### src/rtl/gshare_predictor.sv
`default_nettype none
// ============================================================================
// Module      : gshare_predictor
// Description : Gshare conditional-branch direction predictor for the IF stage.
//               A table of saturating counters is indexed by the fetch PC XOR
//               the speculative global history. Resolved branches train the
//               table and repair the history on a mispredict.
// Optional    : define BP_STATS_EN to add the resolved-branch and mispredict
//               statistics counters and their ports.
// Ports       : clk, rst                   - clock, synchronous active-high reset
//               lookup_valid/lookup_pc     - branch being fetched
//               stall                      - IF frozen, blocks history shift
//               p_out                      - predicted taken (combinational)
//               all_prediction             - speculative GHR snapshot
//               update_valid/pc/ghr/taken/mispredict - branch resolution
//               stat_branches/stat_mispredicts - statistics (BP_STATS_EN)
// Revision    : 1.0 - initial release
// ============================================================================
module gshare_predictor #(
  parameter int GHR_W     = 4,
  parameter int PHT_IDX_W = 6,
  parameter int CNT_W     = 2
) (
  input  logic              clk,
  input  logic              rst,
  input  logic              lookup_valid,
  input  logic [31:0]       lookup_pc,
  input  logic              stall,
  output logic              p_out,
  output logic [GHR_W-1:0]  all_prediction,
  input  logic              update_valid,
  input  logic [31:0]       update_pc,
  input  logic [GHR_W-1:0]  update_ghr,
  input  logic              update_taken,
  input  logic              update_mispredict
`ifdef BP_STATS_EN
  ,
  output logic [31:0]       stat_branches,
  output logic [31:0]       stat_mispredicts
`endif
);

  localparam int               c_PHT_ENTRIES = 1 << PHT_IDX_W;
  // Weakly not-taken: MSB clear, all lower bits set.
  localparam logic [CNT_W-1:0] c_CNT_WNT     = {1'b0, {(CNT_W-1){1'b1}}};
  localparam logic [CNT_W-1:0] c_CNT_MAX     = {CNT_W{1'b1}};
  localparam logic [CNT_W-1:0] c_CNT_MIN     = {CNT_W{1'b0}};

  logic [CNT_W-1:0]     pht_q [c_PHT_ENTRIES];
  logic [GHR_W-1:0]     ghr_q;
  logic [GHR_W-1:0]     ghr_d;

  logic [PHT_IDX_W-1:0] w_lkp_idx;
  logic [PHT_IDX_W-1:0] w_upd_idx;
  logic [CNT_W-1:0]     w_lkp_cnt;
  logic [CNT_W-1:0]     w_upd_cur;
  logic [CNT_W-1:0]     w_upd_nxt;

  // History is zero-extended so it folds into the low index bits only.
  assign w_lkp_idx = lookup_pc[PHT_IDX_W+1:2] ^ PHT_IDX_W'(ghr_q);
  assign w_upd_idx = update_pc[PHT_IDX_W+1:2] ^ PHT_IDX_W'(update_ghr);

  // Reads return the registered array, so a same-cycle write to the same
  // entry is only visible on the following cycle.
  assign w_lkp_cnt = pht_q[w_lkp_idx];
  assign w_upd_cur = pht_q[w_upd_idx];

  assign p_out          = lookup_valid & w_lkp_cnt[CNT_W-1];
  assign all_prediction = ghr_q;

  // Saturating counter step.
  always_comb begin
    w_upd_nxt = w_upd_cur;
    if (update_taken) begin
      if (w_upd_cur != c_CNT_MAX) begin
        w_upd_nxt = w_upd_cur + CNT_W'(1);
      end
    end else begin
      if (w_upd_cur != c_CNT_MIN) begin
        w_upd_nxt = w_upd_cur - CNT_W'(1);
      end
    end
  end

  // A mispredict repair takes priority over the speculative shift, since the
  // branch being fetched this cycle is on the wrong path.
  always_comb begin
    ghr_d = ghr_q;
    if (update_valid && update_mispredict) begin
      ghr_d = {update_ghr[GHR_W-2:0], update_taken};
    end else if (lookup_valid && !stall) begin
      ghr_d = {ghr_q[GHR_W-2:0], p_out};
    end
  end

  always_ff @(posedge clk) begin
    if (rst) begin
      ghr_q <= '0;
      for (int i = 0; i < c_PHT_ENTRIES; i++) begin
        pht_q[i] <= c_CNT_WNT;
      end
    end else begin
      ghr_q <= ghr_d;
      if (update_valid) begin
        pht_q[w_upd_idx] <= w_upd_nxt;
      end
    end
  end

`ifdef BP_STATS_EN
  logic [31:0] stat_br_q;
  logic [31:0] stat_mp_q;

  always_ff @(posedge clk) begin
    if (rst) begin
      stat_br_q <= '0;
      stat_mp_q <= '0;
    end else if (update_valid) begin
      stat_br_q <= stat_br_q + 32'd1;
      if (update_mispredict) begin
        stat_mp_q <= stat_mp_q + 32'd1;
      end
    end
  end

  assign stat_branches    = stat_br_q;
  assign stat_mispredicts = stat_mp_q;
`endif

  // PC bits outside the index window do not participate.
  logic w_unused_pc_bits;
  assign w_unused_pc_bits = ^{lookup_pc[31:PHT_IDX_W+2], lookup_pc[1:0],
                              update_pc[31:PHT_IDX_W+2], update_pc[1:0]};

endmodule
`default_nettype wire
### config.mk
export PLATFORM = sky130hd
export DESIGN_NAME = gshare_predictor
export DESIGN_NICKNAME = d
export VERILOG_FILES = /design/src/rtl/gshare_predictor.sv
export SDC_FILE = /design/constraint.sdc
export NUM_CORES = 1
export LEC_CHECK = 0
export CAP_MARGIN = 20
export CORE_ASPECT_RATIO = 0.8
export CORE_MARGIN = 2
export CORE_UTILIZATION = 57
export CTS_CLUSTER_SIZE = 12
export DETAILED_ROUTE_END_ITERATION = 6
export GPL_ROUTABILITY_DRIVEN = 0
export PLACE_DENSITY = 0.81
export SYNTH_ARGS = -nofsm -noshare
export SYNTH_HDL_FRONTEND = slang
export SYNTH_SLANG_ARGS = --single-unit
### constraint.sdc
create_clock -name clk -period 5.1 [get_ports clk]
set_input_delay 0.765 -clock clk [delete_from_list [all_inputs] [get_ports clk]]
set_output_delay 0.765 -clock clk [all_outputs]
set_load 0.02 [all_outputs]
# Word-level counts from Yosys, hierarchy flattened
# Memory sizes are Yosys's and may differ from the RTL's.
# Index checks and enable logic that the tools add are counted.
[op_classes]
addsub = 2
eq_ne = 1
mux = 13
bitwise = 3
reduce_logical = 6
[ops]
columns = ["cell", "count"]
rows = [
  ["$xor A6 B4 Y6", 2],
  ["$mux W2", 4],
  ["$mux W4", 2],
  ["$mux W1", 6],
  ["$mux W6", 1],
  ["$reduce_bool A2 Y1", 2],
  ["$add A2 B1 Y2 const B", 1],
  ["$logic_and A1 B1 Y1", 2],
  ["$ne A2 B2 Y1 const B", 1],
  ["$reduce_or A2 Y1", 1],
  ["$sub A2 B1 Y2 const B", 1],
  ["$and A1 B1 Y1", 1],
  ["$logic_not A1 Y1", 1],
]
[totals]
ff_bits = 4
ramBits = 128
in_bits = 75
out_inout_bits = 5
wordCells = 27
n_memories = 1
[memory_table]
columns = ["memory", "depth", "word_bits", "read_ports", "rd_ports_with_merged_regs", "wr", "line_no", "rtl"]
rows = [
  ["pht_q", 64, 2, 2, 0, 64, "49", "logic [CNT_W-1:0] pht_q [c_PHT_ENTRIES];"],
]

# Longest topological paths before layout
# Gate-level depths: netlist of the first run.
# An unclocked memory read counts as a cell.
[logic_depth]
word_depth = 6
ltp_mapped = 13

# Worst setup path before layout of the first run
# Ideal clock, no wire load.
[synth_timing]
path_kind = "in2out"
from = "input lookup_pc[2]"
to = "output p_out"
arrival_time_ns = 2.839
required_ns = 4.335
slack_ns = 1.496
cell_stages = 7
path_cell_list = "xor2_1 > buf_2 > mux4_2 > mux2_2 > o311ai_0 > a311oi_1 > a21o_1"
[synth_between]
elab_chain_cells = 3
[synth_lines]
columns = ["item", "line_no", "rtl"]
rows = [
  ["start, declared", "27", "input logic [31:0] lookup_pc,"],
  ["$xor A6 B4 Y6", "60", "assign w_lkp_idx = lookup_pc[PHT_IDX_W+1:2] ^ PHT_IDX_W'(ghr_q);"],
  ["$mem_v2 Z64 W2", "--", ""],
  ["$and A1 B1 Y1", "68", "assign p_out = lookup_valid & w_lkp_cnt[CNT_W-1];"],
  ["end, declared", "29", "output logic p_out,"],
]
# No other way between the ends.

# Worst setup path in the final report of the first run
# Ends and elaborated chain as after synthesis.

==> results of run 1 <==
[placed cells by master, fill, tap and decap left out, types with 5 or more instances in the layout]
| master | n |
|---|---|
| buf_4 | 30 |
| nand3_1 | 59 |
| mux4_2 | 19 |
| mux2_2 | 27 |
| or2_2 | 16 |
| edfxtp_1 | 128 |
| nor2_1 | 38 |
| mux2i_1 | 15 |
| a21oi_1 | 10 |
| a21o_1 | 51 |
| a22oi_1 | 7 |
| o21ai_0 | 5 |
| clkdlybuf4s50_1 | 26 |
| nor4_1 | 49 |
| clkbuf_16 | 17 |
| nor3_1 | 24 |
| nand2_1 | 39 |
| o211ai_1 | 5 |
| clkbuf_1 | 9 |
| a221oi_1 | 18 |
[final cells by class]
class,instances,area [um2],area share [%]
antenna,1,2.502,0.02946
clock buffer,26,459.2,5.407
clock inverter,6,80.08,0.9428
inverter,2,7.507,0.08839
multi-input combinational,437,3257,38.35
sequential,132,3924,46.20
tap,175,219.0,2.578
timing repair buffer,60,544.3,6.408
[state kept, by name, indices dropped and copies added (netlist names)]
signal,count
all_prediction,4
pht_q,128
[worst min-delay path by stage]
stage	to	slack, ps	cells after the start
finish	all_prediction[2]	620	2
global route	all_prediction[1]	650	2
CTS	all_prediction[2]	620	2
detailed placement	all_prediction[2]	610	2
global placement	all_prediction[3]	580	2
floorplan	all_prediction[3]	640	2
[synthesized netlist by cell type (6+ instances only)]
master    count
nor2_1       38
nand2_1      39
a21oi_1      10
or2_2        16
edfxtp_1    128
buf_6        14
nor3_1       25
mux2_2       27
buf_4         8
nor4_1       49
a22oi_1       7
mux2i_1      15
nand3_1      59
a221oi_1     18
a21o_1       51
clkbuf_1     36
xor2_1        6
mux4_2       19
buf_2        11
[cell families (layout without fill, tap and decap cells)]
| logic type | Yosys count | in the layout | share of synthesized area (%) |
|---|---|---|---|
| AND/OR/NAND/NOR | 239 | 239 | 15.98 |
| flip-flops | 132 | 132 | 52.14 |
| AO/OA/AOI/OAI | 122 | 122 | 12.52 |
| buffers and inverters | 72 | 94 | 5.569 |
| multiplexers | 62 | 62 | 11.92 |
| XOR/XNOR | 12 | 12 | 1.596 |
| adder cells (fa/ha/maj) | 2 | 2 | 0.2826 |
| other | 0 | 1 | 0 |
[layer usage]
| metal | wire [um] | part of all wire [%] | track usage, % |
|---|---|---|---|
| met5 | 0 | 0 | 0 |
| met4 | 1116 | 4.9 | 18.43 |
| met3 | 3290 | 15 | 10.12 |
| met2 | 10240 | 45 | 50.19 |
| met1 | 8001 | 35 | 43.04 |
[worst reg2reg max path, stage by stage (launching register included)]
cell and delay [ps]:
edfxtp_1 380, mux2_2 280, a221oi_1 370, o221a_2 290, a211oi_1 80, nor4_1 470
maj3_2 500, buf_4 280, nor4_1 80
[per-stage QoR]
step / utilization (%) / instance area (um2)
after floorplan: - / 7526
after global placement: 61.62 / 7930
after detailed placement: 61.62 / 7930
after CTS: 65.81 / 8469
after global routing: 65.97 / 8491
final: 65.99 / 8493
[power groups by stage]
stage               logic [W]  registers, W  clock network [W]
finish               0.000599       0.00124            0.00115
global route         0.000621       0.00124            0.00119
CTS                  0.000574       0.00124            0.00114
detailed placement   0.000566       0.00126                  0
global placement     0.000555       0.00125                  0
floorplan            0.000408       0.00125                  0
==> impl_results.md, run 1 <==
- Flop pwr share: between 40% and 50%
- Vias/cell: ~7.5
- Post-Syn Area: between 7000 and 8000 um2
- Die Area: approximately 14,000 um2
- WP buf/inv: 3
- Critical path peak fanout: 13
- Slew HR: between 20 and 30%
- Slew of the pin with the lowest slew margin: around 1100 ps
- Port Buf Inserts: 27
- Via Count: 6,282
- Clock tree sinks: between 100 and 150
- DRT iter0 DRCs: 1,071
- WL/cell: between 20 and 30 um
- Top post-synthesis cells by area: edfxtp_1 51%, mux4_2 5.7%, a21o_1 5.1%
- # rows: 37
- CP Launch Type: primary input
- Fin worst setup slack: between 500 and 600 ps
- Initial Util: approximately 58%
- CTS tree: done
- Hold_buf cts: 0
- CTS root buffer: clkbuf_16
- Ys async rst share: 0%
- FILL cells: about 950
- Total Wirelength: approximately 23 mm
- Total grt overflow: 0
- CP top delay family: buffers and inverters
- Total CTS buffers: 17
- Worst min-delay path class: reg -> reg
- Placed Cells: between 800 and 900
- Total GRT Usage: between 30% and 40%
- Worst r2r path cells: 8
- Worst setup startpoint: lookup_pc[2]
- WHS: approximately 620 ps
- Setup Viol. Count Final: 0
- Post-Layout Cell Count: roughly 840
- Worst path required time: about 4300 ps
- 1st-pass router iterations: 6
- Clock latency at the later pin of the worst-skew pair: roughly 420 ps
- Largest net degree at the start of global routing: between 60 and 70
- Layout cells sized above 1: between 20% and 30%
- Synth Instances: about 640
- Switching part of the total power: between 20 and 30%
- Avg Cell Area, Syn: roughly 12 um2
- Setup TNS: 0 ps
- Clock-pin slew on the worst setup and hold paths: approximately 50 ps
- Sequential area share after synthesis: a little over half
- Fin crit period: 4527 ps
- CP max stage delay: 580 ps
- Net switching power: 0.0008484 W
- CP endpoint kind: primary output
- Initial antenna violation count: 0
- DP HPWL: ~14 mm
- Remaining antenna violation count: 0
- Horiz. Die Dim: approximately 130 um
- Critical R2R Launch: pht_q[37][0]
- Die height: about 110 um
- Synth area leader: edfxtp_1
- P&R area growth vs syn: 12.85%
- First-pass GRT wire length: between 30 and 40 mm
- Synth cell types: slightly below 50
- Syn Nets: around 720
- CP endpoint: p_out
- Max Fclk: between 200 and 250 MHz
- YS warnings: 0
- Internal Pwr Total: 0.002139 W
- Worst slack, placed: between 400 and 500 ps
- Hold wc startpoint: all_prediction[2]
- CP cell instances: clkdlybuf4s50_1 > xor2_2 > buf_4 > mux4_2 > mux4_2 > nor2_1 > a311oi_1 > a21o_1 > clkdlybuf4s50_1
- Post-synth EDFFs: approximately 130
- Slew Limit Fails: 0
- Final Cycle Share: around nine tenths
- Max stage delay cell, worst path: mux4_2
- DRC Markers: 0
- H-tree depth: 4
- Yosys top cell area share: between 50% and 60%
- Core area: around 13,000 um2
- Ys flop type: edfxtp_1
- Max Cap Violations: 0
- Number of global-route vias before repair: a little over 6,000
- Worst vdd ir: approximately 0.28 mV
- Crit path arrival time: 3760 ps
- Static leakage: between 2 and 3 nW
- Total power: 0.002988 W
- R2R setup slack: 2080 ps
- Final Skew: just over 9 ps
- Final net count: 725
- RSZ-0062 raised after global routing: no
- Post-synthesis register bit count: 132
- Max clock buf depth: 2
- Ports: 80
- Pwr per Cell Area: between 300 and 400 nW/um2
- Clock power frac: slightly below 40%
- Status: finished clean
- Combinational share of power: 20.0%
- Worst reg2reg endpoint: pht_q[33][1]
- Post-CTS Setup Repair Bufs: 0
- Final number of hold-violating endpoints: 0
- Post-CTS Resized: 0
- Crit Path Class: in -> out
- WP depth: 9
No activity file was read; power rests on OpenSTA's default activity.
==> inputs of run 2 (changes only) <==
- CORE_UTILIZATION: 57 -> 58
- PLACE_DENSITY: 0.81 -> 0.82
==> run 2 against run 1 <==
  * Die area is 1.7% lower
  * Setup slack better by 22 ps
  * Sequential power hardly changed
==> impl_results.md, run 2 (synthesis results as in run 1) <==
- H-tree depth: 4
- Final net count: 724
- Biggest register: pht_q
- Crit path arrival time: between 3000 and 4000 ps
- Total power: 0.002985 W
- Worst min-delay path class: reg -> reg
- Max clock buf depth: 2
- Most frequent cells in the layout: 128 x edfxtp_1, 59 x nand3_1, 51 x a21o_1
- P&R area growth vs syn: 12.65%
- Fin util: about two thirds
- Total GRT Usage: roughly 33%
- CTS tree: done
- Max Fclk: 221.9 MHz
- # rows: 37
- Final Cycle Share: 88.35%
- CP Launch Type: primary input
- Final Skew: about 7 ps
- Hold_buf cts: 0
- Fin crit period: around 4500 ps
- Setup Viol. Count Final: 0
- Critical path peak fanout: 13
- Clock latency at the later pin of the worst-skew pair: 420 ps
- Horiz. Die Dim: 131.4 um
- Slew Limit Fails: 0
- Pwr per Cell Area: approximately 350 nW/um2
- CP endpoint kind: primary output
- Worst path required time: 4340 ps
- Clock tree sinks: roughly 130
- Number of global-route vias before repair: ~6,000
- WP depth: 9
- DP HPWL: approximately 14 mm
- Ant diodes: 0
- Largest net degree at the start of global routing: just under 70
- Total CTS buffers: 17
- Vias/cell: approximately 7.4
- Total Wirelength: 22.25 mm
- Worst vdd ir: between 0.2 and 0.3 mV
- FILL cells: slightly above 900
- CP cell instances: clkdlybuf4s50_1 > xor2_2 > buf_4 > mux4_2 > mux4_2 > nor2_1 > a311oi_1 > a21o_1 > clkdlybuf4s50_1
- Status: finished clean
- Clock-pin slew on the worst setup and hold paths: around 60 ps
- WP buf/inv: 3
- WL/cell: ~27 um
- Leading cell type in the layout, fill and taps excluded: edfxtp_1
- Layout cells sized above 1: between 20% and 30%
- Die Area: 13,910 um2
- Post-CTS Resized: 0
- Initial antenna violation count: 0
- 1st-pass router iterations: 6
- Static leakage: 2.830 nW
- Crit Path Class: in -> out
- Slew HR: a little under a quarter
- Ports: 80
- First-pass GRT wire length: between 30 and 40 mm
- RSZ-0062 raised after global routing: no
- Worst setup startpoint: lookup_pc[2]
- Worst r2r path cells: 8
- Total grt overflow: 0
- CP endpoint: p_out
- Setup TNS: 0 ps
- Initial Util: 58.90%
- Post-CTS Setup Repair Bufs: 0
- DRC Markers: 0
- Final number of hold-violating endpoints: 0
- Via Count: 6,156
- R2R setup slack: 2270 ps
- Die height: about 110 um
- Register cell area after layout: between 3000 and 4000 um2
- Slew of the pin with the lowest slew margin: roughly 1100 ps
- Worst reg2reg endpoint: all_prediction[0]
- Max Cap Violations: 0
- Remaining antenna violation count: 0
- Max stage delay cell, worst path: mux4_2
- CP max stage delay: between 500 and 600 ps
- CTS root buffer: clkbuf_16
- Max reg flops: 128
- DRT iter0 DRCs: around 1,300
- Critical R2R Launch: all_prediction[0]
- Core area: around 13,000 um2
- Port Buf Inserts: 27
- CP top delay family: buffers and inverters
- Footprint of the multi-input gates: 3252 um2
-- run 2: cell count changes in the layout (fill, tap and decap cells not counted) --
cell,before,now
buf_12,2,1
buf_4,30,31
bufinv_16,2,1
clkbuf_1,9,3
clkbuf_8,1,3
clkinvlp_4,0,4
diode_2,1,0
nor3_1,24,25
nor3_2,1,0
-- run 2: where the power goes --
| group | internal (W) | switching, W | leakage, nW | total, W |
|---|---|---|---|---|
| logic | 0.000202 | 0.000389 | 1.39 | 0.000591 |
| clock network | 0.000704 | 0.000453 | 0.265 | 0.00116 |
| registers | 0.00122 | 0.0000196 | 1.18 | 0.00124 |
-- run 2: worst min-delay path by stage --
stage / from / to / slack, ps / depth (start not counted)
floorplan: all_prediction[3] / all_prediction[3] / 640 / 2
global placement: all_prediction[3] / all_prediction[3] / 580 / 2
detailed placement: all_prediction[3] / all_prediction[3] / 600 / 2
CTS: all_prediction[3] / all_prediction[3] / 610 / 2
global route: all_prediction[1] / all_prediction[2] / 670 / 2
finish: all_prediction[3] / all_prediction[3] / 620 / 2
-- run 2: final cells by class --
class,count,area share [%]
clock buffers,23,5.638
clock inverters,9,0.9445
well taps,175,2.583
multi-input cells,437,38.36
repair buffers,59,6.110
inverters,2,0.08855
flip-flops and latches,132,46.28
-- run 2: per-stage QoR --
stage | instances | setup slack [ps] | hold slack (ps) | area, um2
floorplan | 641 | 1496 | 644.5 | 7526
global placement | 804 | 377.9 | 579.9 | 7913
detailed placement | 804 | 326.3 | 596.7 | 7913
CTS | 836 | 643.0 | 614.6 | 8471
global route | 837 | 519.9 | 665.1 | 8478
finish | 837 | 594.3 | 615.4 | 8478
-- run 2: metal layers --
layer | track usage, % | wire length, um | up-vias
met1 | 43.43 | 7725 | 2920
met4 | 18.40 | 1162 | 0
met3 | 10.73 | 3416 | 120
met5 | 0 | 0 | -
met2 | 48.57 | 9950 | 585
li1 | - | - | 2531
-- run 2: worst min-delay path: cells and delay by family, from the launching register on --
kind	cells	cell delay [ps]
flip-flops	1	330
multiplexers	1	140
AO/OA/AOI/OAI	1	90
==> inputs of run 3 (changes only) <==
- CORE_UTILIZATION: 58 -> 57
- PLACE_DENSITY: 0.82 -> 0.81
- clock period: 5.1 -> 4.6 ns (I/O delays scaled with it)
==> run 3 against run 2 <==
  * Clock-buffer cell count decreased by 3
  * Critical path depth is the same
  * Global-route usage decreased by 0.83 points
  * Utilization up 0.067 points
  * Sequential cell count unchanged
  * Setup slack got worse by 340 ps
  * First-iteration DRC count down 6.6%
  * Die area rose by 1.7%
  * Power rose by 8.0%
  * Hold slack got worse by 15 ps
  * Register-to-register slack got worse by 430 ps
  * Non-clock buffer count increased by 9
  * Critical path type unchanged
  * Largest cell class unchanged
==> impl_results.md, run 3 (synthesis results as in run 1) <==
- CTS tree: done
- Initial antenna violation count: 1
- Total CTS buffers: 17
- WL/cell: ~26 um
- Core area: 12,870 um2
- Hold wc startpoint: all_prediction[3]
- Crit Path Class: in -> out
- Leading cell type in the layout, fill and taps excluded: edfxtp_1
- DRT iter0 DRCs: about 1,300
- 1st-pass router iterations: 6
- Status: finished clean
- Worst setup startpoint: lookup_pc[3]
- Clock tree sinks: between 100 and 150
- Final Cycle Share: a little over nine tenths
- CP max stage delay: 530 ps
- H-tree depth: 4
- Crit path arrival time: ~3700 ps
- Worst min-delay path class: reg -> reg
- Worst path required time: 3910 ps
- Pwr per Cell Area: between 300 and 400 nW/um2
- RSZ-0062 raised after global routing: no
- P&R area growth vs syn: 13.58%
- Hold_buf cts: 0
- Via Count: approximately 6,200
- DRC Markers: 0
- Ports: 80
- CP cell instances: clkdlybuf4s50_1 > xor2_2 > buf_4 > mux4_2 > mux2_2 > o311ai_0 > a311oi_1 > a21o_1 > clkdlybuf4s50_1
- # rows: 37
- Final Skew: roughly 6.7 ps
- Slew Limit Fails: 0
- CP endpoint kind: primary output
- Slew of the pin with the lowest slew margin: around 1000 ps
- Setup Viol. Count Final: 0
- Max Fclk: approximately 230 MHz
- First-pass GRT wire length: 33.59 mm
- Horiz. Die Dim: 132.5 um
- Die Area: between 10,000 and 15,000 um2
- Largest net degree at the start of global routing: 69
- Setup TNS: 0 ps
- Initial Util: about three fifths
- CP Launch Type: primary input
- Number of global-route vias before repair: between 5,000 and 6,000
- Critical path peak fanout: 7
- Slew HR: between 20 and 30%
- Clock-pin slew on the worst setup and hold paths: 50 ps
- Max reg flops: approximately 130
- Layout cells sized above 1: ~22%
- Max clock buf depth: 2
- Post-CTS Resized: 0
- Die height: around 110 um
- Most used cell, CP: clkdlybuf4s50_1
- Fin util: between 60% and 70%
- Total grt overflow: 0
- Most frequent cells in the layout: 128 x edfxtp_1, 59 x nand3_1, 51 x a21o_1
- Critical R2R Launch: all_prediction[1]
- Clock latency at the later pin of the worst-skew pair: between 400 and 500 ps
- CTS root buffer: clkbuf_16
- Total GRT Usage: 32.13%
- Worst vdd ir: ~0.32 mV
- Fin crit period: between 4000 and 5000 ps
- WHS: between 500 and 600 ps
- Max stage delay cell, worst path: clkdlybuf4s50_1
- Total Wirelength: roughly 22 mm
- DP HPWL: 14.45 mm
- Final net count: 733
- Final number of hold-violating endpoints: 0
- Biggest register: pht_q
- Port Buf Inserts: 27
- Static leakage: around 2.9 nW
- Vias/cell: about 7.3
- Post-CTS Setup Repair Bufs: 0
- Max Cap Violations: 0
- Remaining antenna violation count: 0
==> run 3: metrics by stage <==
stage	std cells	instance area, um2	power (W)	worst slack, ps
floorplan	641	7526	0.001840	1146
global placement	814	8043	0.002030	328.7
detailed placement	814	8043	0.002047	283.0
CTS	846	8546	0.003191	260.3
global route	846	8546	0.003299	135.8
finish	847	8548	0.003223	258.3
==> run 3: worst paths after layout <==
kind | endpoint | slack [ps] | cells after the start
max | p_out | 260 | 9
min | all_prediction[3] | 600 | 2
min reg2reg | all_prediction[3] | 600 | 2
max reg2reg | all_prediction[0] | 1840 | 8
==> run 3: cell type report <==
cell class | instances | area (um2)
Fill cell | 923 | 4322
Sequential cell | 132 | 3924
Multi-Input combinational cell | 437 | 3257
Timing Repair Buffer | 68 | 635.6
Clock buffer | 20 | 436.7
Tap cell | 175 | 219.0
Clock inverter | 12 | 66.31
Inverter | 2 | 7.507
Antenna cell | 1 | 2.502
==> run 3: per-layer routing <==
metal  track usage (%)  share of wire [%]  vias up
li1                  -                  -     2563
met1             41.76                 36     2969
met2             48.63                 45      571
met3             11.02                 15      121
met4             15.67                4.6        0
met5                 0                  0        -
==> run 3: where the power goes <==
part	internal [W]	switching [W]	leakage [nW]	total (W)
clock network	0.000674	0.000495	0.240	0.00117
logic	0.000249	0.000433	1.45	0.000682
registers	0.00135	0.0000217	1.18	0.00137
total	0.00227	0.000950	2.87	0.00322
==> run 3: worst max-delay path: cells and delay by family <==
family / cells / cell delay (ps)
multiplexers: 2 / 580
XOR/XNOR: 1 / 400
AO/OA/AOI/OAI: 3 / 640
buffers and inverters: 3 / 1330
